--- config.mk ---
export PLATFORM = sky130hd
export DESIGN_NAME = alu_mul_sequencer
export DESIGN_NICKNAME = d
export VERILOG_FILES = /design/src/rtl/alu_mul_sequencer.sv
export SDC_FILE = /design/constraint.sdc
export NUM_CORES = 1
export LEC_CHECK = 0
export ABC_CLOCK_PERIOD_IN_PS = 2430
export BUFFER_PORTS_ARGS = -buffer_cell sky130_fd_sc_hd__buf_2
export CAP_MARGIN = 20
export CORE_ASPECT_RATIO = 0.7
export CORE_MARGIN = 2
export CORE_UTILIZATION = 40
export DETAILED_ROUTE_END_ITERATION = 10
export GPL_TIMING_DRIVEN = 0
export PLACE_DENSITY = 0.73
export SLEW_MARGIN = 20
export SYNTH_ARGS = -nofsm -noshare
export SYNTH_HDL_FRONTEND = slang
export SYNTH_SLANG_ARGS = --single-unit
--- constraint.sdc ---
create_clock -name clk -period 2.43 [get_ports clk]
set_clock_uncertainty 0.1 [all_clocks]
set_input_delay 0.486 -clock clk [delete_from_list [all_inputs] [get_ports clk]]
set_output_delay 0.486 -clock clk [all_outputs]
set_load 0.005 [all_outputs]
--- src/rtl/alu_mul_sequencer.sv ---
// rtl/alu_mul_sequencer.sv - shift-add 32x32->64 unsigned multiply sequenced over the shared ALU
module alu_mul_sequencer #(
   parameter int NUM_BITS   = 32,
   parameter int OP_BITS    = 4,
   parameter int SHIFT_BITS = 5,
   parameter int CNT_BITS   = 6
) (
   input  logic                  clk,
   input  logic                  rst_,
   input  logic                  flush,
   input  logic                  req_valid,
   output logic                  req_ready,
   input  logic [NUM_BITS-1:0]   req_a,
   input  logic [NUM_BITS-1:0]   req_b,
   output logic                  resp_valid,
   input  logic                  resp_ready,
   output logic [NUM_BITS-1:0]   resp_hi,
   output logic [NUM_BITS-1:0]   resp_lo,
   output logic                  busy,
   output logic [OP_BITS-1:0]    alu_op,
   output logic [NUM_BITS-1:0]   alu_data1,
   output logic [NUM_BITS-1:0]   alu_data2,
   output logic [SHIFT_BITS-1:0] alu_shamt,
   input  logic [NUM_BITS-1:0]   alu_result
);

   localparam logic [OP_BITS-1:0] ALU_ADD   = OP_BITS'(0);
   localparam logic [OP_BITS-1:0] ALU_PASS1 = OP_BITS'(11);

   localparam logic [1:0] S_IDLE = 2'd0;
   localparam logic [1:0] S_CALC = 2'd1;
   localparam logic [1:0] S_DONE = 2'd2;

   logic [1:0]          state;
   logic [NUM_BITS-1:0] hi;
   logic [NUM_BITS-1:0] lo;
   logic [NUM_BITS-1:0] mcand;
   logic [CNT_BITS-1:0] cnt;
   logic                carry;
   logic                last_iter;

   // The ALU returns only 32 bits; a wrapped sum is smaller than hi exactly when the add overflowed.
   assign carry     = lo[0] & (alu_result < hi);
   assign last_iter = (cnt == CNT_BITS'(NUM_BITS - 1));

   assign req_ready  = (state == S_IDLE);
   assign resp_valid = (state == S_DONE);
   assign busy       = (state == S_CALC) || (state == S_DONE);
   assign resp_hi    = hi;
   assign resp_lo    = lo;
   assign alu_shamt  = '0;

   always_comb begin
      alu_op    = ALU_PASS1;
      alu_data1 = '0;
      alu_data2 = '0;
      if (state == S_CALC) begin
         alu_op    = lo[0] ? ALU_ADD : ALU_PASS1;
         alu_data1 = hi;
         alu_data2 = mcand;
      end
   end

   always_ff @(posedge clk) begin
      if (!rst_) begin
         state <= S_IDLE;
         hi    <= '0;
         lo    <= '0;
         mcand <= '0;
         cnt   <= '0;
      end else if (flush) begin
         state <= S_IDLE;
         hi    <= '0;
         lo    <= '0;
         cnt   <= '0;
      end else begin
         case (state)
            S_IDLE: begin
               if (req_valid) begin
                  hi <= '0;
                  if ((req_a != '0) && (req_b != '0)) begin
                     lo    <= req_b;
                     mcand <= req_a;
                     cnt   <= '0;
                     state <= S_CALC;
                  end else begin
                     // A zero operand makes the product zero; skip the iterations.
                     lo    <= '0;
                     state <= S_DONE;
                  end
               end
            end
            S_CALC: begin
               hi  <= {carry, alu_result[NUM_BITS-1:1]};
               lo  <= {alu_result[0], lo[NUM_BITS-1:1]};
               cnt <= cnt + 1'b1;
               if (last_iter) begin
                  state <= S_DONE;
               end
            end
            S_DONE: begin
               if (resp_ready) begin
                  state <= S_IDLE;
               end
            end
            default: begin
               state <= S_IDLE;
            end
         endcase
      end
   end

endmodule
==> results by group <==
Outcome
  – Run status: completed

Drt
  – Met2 wire len: 7050 um
  – Metal3 WL: 1010 um
  – Avg WL per Cell: 15.4 um
  – Pre-antenna DRT Iters: 4
  – Drt drc: 0
  – Vias: between 5000 and 6000
  – WL met1: 7870 um
  – Top sig layer: met4
  – Routed Antenna Nets: 0
  – Final wirelength: 16100 um
  – Post-DR vias/cell: 5.12
  – Initial drt markers: 228

Synthesis
  – Dominant synthesized flop cell: dfxtp_1
  – Post-synthesis sequential area ratio: 0.387
  – Synthesized cell area: 5380 sq um
  – FF+latch count, synth: 104
  – Mapped Cells: 622
  – Post-synth EDFFs: 0
  – Synth async-reset ratio: 0
  – Ys Warns: 0
  – Post-synthesis area per instance: around 8.6 sq um
  – Yosys cell types: 44

GRT
  – Vias in the first global route: 4940
  – Initial antenna violation count: 0
  – GRT Util Overall: 0.217
  – Largest net degree at the start of global routing: 19
  – Total grt overflow: 0
  – Global-route wire length before repair: roughly 25000 um

Floorplan
  – Die W: about 140 um
  – Core area: 13100 sq um
  – Die area: 14400 sq um
  – Initial Utilization: 0.409
  – # IOs: approximately 240
  – Cell Rows: 35
  – Chip height: 101 um

Worst setup path
  – Crit start category: flip-flop
  – CP max FO: 10
  – Crit path max-delay family: buffers and inverters
  – Reg2Reg Setup Slack: 0.22 ns
  – WP buf/inv: 5
  – CP Cell Sequence: inv_1 -> ha_1 -> clkbuf_4 -> clkbuf_8 -> clkbuf_4 -> and2_1 -> buf_2
  – Critical Path Most Common Cell: clkbuf_4
  – Stages on worst setup path: 7
  – Crit path capture type: output port
  – Critical Path Slowest Stage Cell: dfxtp_2
  – Origin of the critical flop-to-flop path: state[0]
  – CP arrival: 1.74 ns
  – R2r endpoint: resp_hi[22]
  – CP peak stage delay: 0.35 ns
  – Worst R2R Path Depth: 7
  – CP Class: reg -> out
  – Critical Path RT: between 1.5 and 2 ns

Layout
  – Layout area overhead: 32.2%
  – Layout cells sized above 1: 0.322
  – Commonest non-fill, non-tap cells in the layout: buf_2 (235), nor2_1 (106), dfxtp_1 (103)
  – Multi-input gate area: 2880 sq um
  – Fillers: 1250
  – Fin cells: ~1000
  – Layout net count: 1008
  – Ant. Diodes: 0
  – Register area: 2080 sq um
  – Commonest non-fill, non-tap cell in the layout: buf_2
  – Post-route cell area: 7110 sq um

Place
  – Post-detail-place hpwl: 12700 um
  – Placed cells: 1027
  – Dpl ws: -0.178 ns
  – Area after DPL: ~6800 sq um
  – I/O Buffers: 234
  – GPL Wtd Cong: 0.847

Clock network
  – Clock Latency Late Sink: 0.34 ns
  – CTS H-tree lvls: 3
  – CTS root buffer: clkbuf_16
  – Hold Buf Count CTS: 0
  – CTS max path bufs: 2
  – TritonCTS Buffers: 9
  – CTS tree: yes
  – Worst-path clk slew: ~0.080 ns
  – Post-CTS setup repair buffer count: 0
  – Clock sinks: 104

Power
  – Tot Pwr: ~4.0 mW
  – Cell area power density: 564 nW/um^2
  – Lkg Pwr: 3.37 nW
  – Worst vdd ir: 0.000300 V

Timing
  – Fmax: between 400 and 500 MHz
  – Minimum clock period: 2.33 ns
  – Final setup violating endpoints: 0
  – Max-slew violation count: 0
  – Final period util: 0.958
  – Rel. slew slack: 0.600
  – Final WS setup: 0.102 ns
  – RSZ-0062 raised after global routing: false
  – Fin. Hold Viols: 0
  – Worst-Margin Slew: 0.600 ns
  – Worst Hold Slack: 0.299 ns

Min path
  – HP Class: in -> reg
  – Min-Delay Startpoint: alu_result[7]
  – Hold path depth: 3
  – Worst hold endpoint: resp_hi[6]

Job
  – Number of max-cap violations: 0
[state kept, by name, summed over array words and instances (netlist names)]
name	cells
resp_lo	32
cnt	6
state	2
resp_hi	32
mcand	32
[kinds of logic (layout without fill, tap and decap cells)]
kind of cell	Yosys count	in the layout	share of synthesized area
mux	33	33	0.0614
fa+ha+maj	35	35	0.0815
compound gates	104	104	0.146
buf+inv	87	336	0.0812
flops	104	104	0.387
other cells	1	6	0.000697
xor+xnor	5	5	0.00814
simple gates	253	253	0.234
[metrics by stage]
| step | util | TNS, ns |
|---|---|---|
| 6_report | 0.541 | 0 |
| 2_1_floorplan | - | 0 |
| 3_3_place_gp | 0.516 | -8.40 |
| 4_1_cts | 0.541 | 0 |
| 3_5_place_dp | 0.516 | -7.44 |
| 5_1_grt | 0.541 | 0 |
[cells in the mapped netlist, types with 2 or more instances]
library cell | number | share of area
nor2_1 | 106 | 0.074
dfxtp_1 | 104 | 0.39
clkbuf_1 | 35 | 0.024
ha_1 | 35 | 0.081
inv_1 | 35 | 0.024
and2_1 | 34 | 0.040
mux2i_1 | 33 | 0.061
nor2b_1 | 33 | 0.038
nor3_1 | 33 | 0.031
a221oi_1 | 32 | 0.052
a22oi_1 | 32 | 0.045
a21oi_1 | 19 | 0.018
nor4_1 | 15 | 0.017
nand2_1 | 11 | 0.0077
nand4_1 | 10 | 0.012
buf_4 | 8 | 0.011
a21o_1 | 5 | 0.0070
xnor2_1 | 5 | 0.0081
buf_6 | 4 | 0.0084
buf_12 | 3 | 0.011
o21ai_0 | 3 | 0.0028
or3_1 | 3 | 0.0035
nand2b_1 | 2 | 0.0023
nand3_1 | 2 | 0.0019
[worst reg2reg max path: stages (launching register included)]
cell      delay, ns
dfxtp_1        0.33
inv_1          0.07
ha_1           0.26
clkbuf_1       0.24
a21oi_1        0.40
clkbuf_1       0.49
a22oi_1        0.15
nor2_1         0.12
[metal layers]
layer,vias up,track usage
met5,-,0
met4,0,0.0434
met3,15,0.0489
met2,189,0.328
met1,2448,0.318
li1,2678,-
[worst max-delay path by stage]
stage,start,to,slack [ns]
2_1_floorplan,req_b[17],mcand[10],0.40
3_3_place_gp,req_b[8],resp_lo[8],-0.22
3_5_place_dp,req_b[8],resp_lo[8],-0.18
4_1_cts,state[1],alu_data2[11],0.02
5_1_grt,state[1],alu_data2[14],0.003
6_report,state[1],alu_data2[14],0.10
[repair_timing]
| item | 4_1_cts | 5_1_grt |
|---|---|---|
| gates cloned | 0 | 0 |
| pin swaps | 0 | 0 |
| gates resized for setup | 15 | 8 |
| endpoints found under the setup margin | 104 | 110 |
[area by class of cell]
| cell class | instances | share of cell area |
|---|---|---|
| plain buffers | 51 | 0.0466 |
| clock buffers | 9 | 0.0317 |
| clock inverters | 6 | 0.0102 |
| inverters | 36 | 0.0192 |
| multi-input cells | 436 | 0.405 |
| flip-flops and latches | 104 | 0.293 |
| well taps | 166 | 0.0292 |
| repair buffers | 234 | 0.165 |
[where the power goes]
group          switching (mW)  total, mW  internal (mW)
sequential             0.0463       1.82           1.77
combinational           0.404      0.713          0.310
clock                   0.666       1.48          0.811
total                    1.12       4.01           2.90
Note: power is estimated with default switching activity, not from simulation.
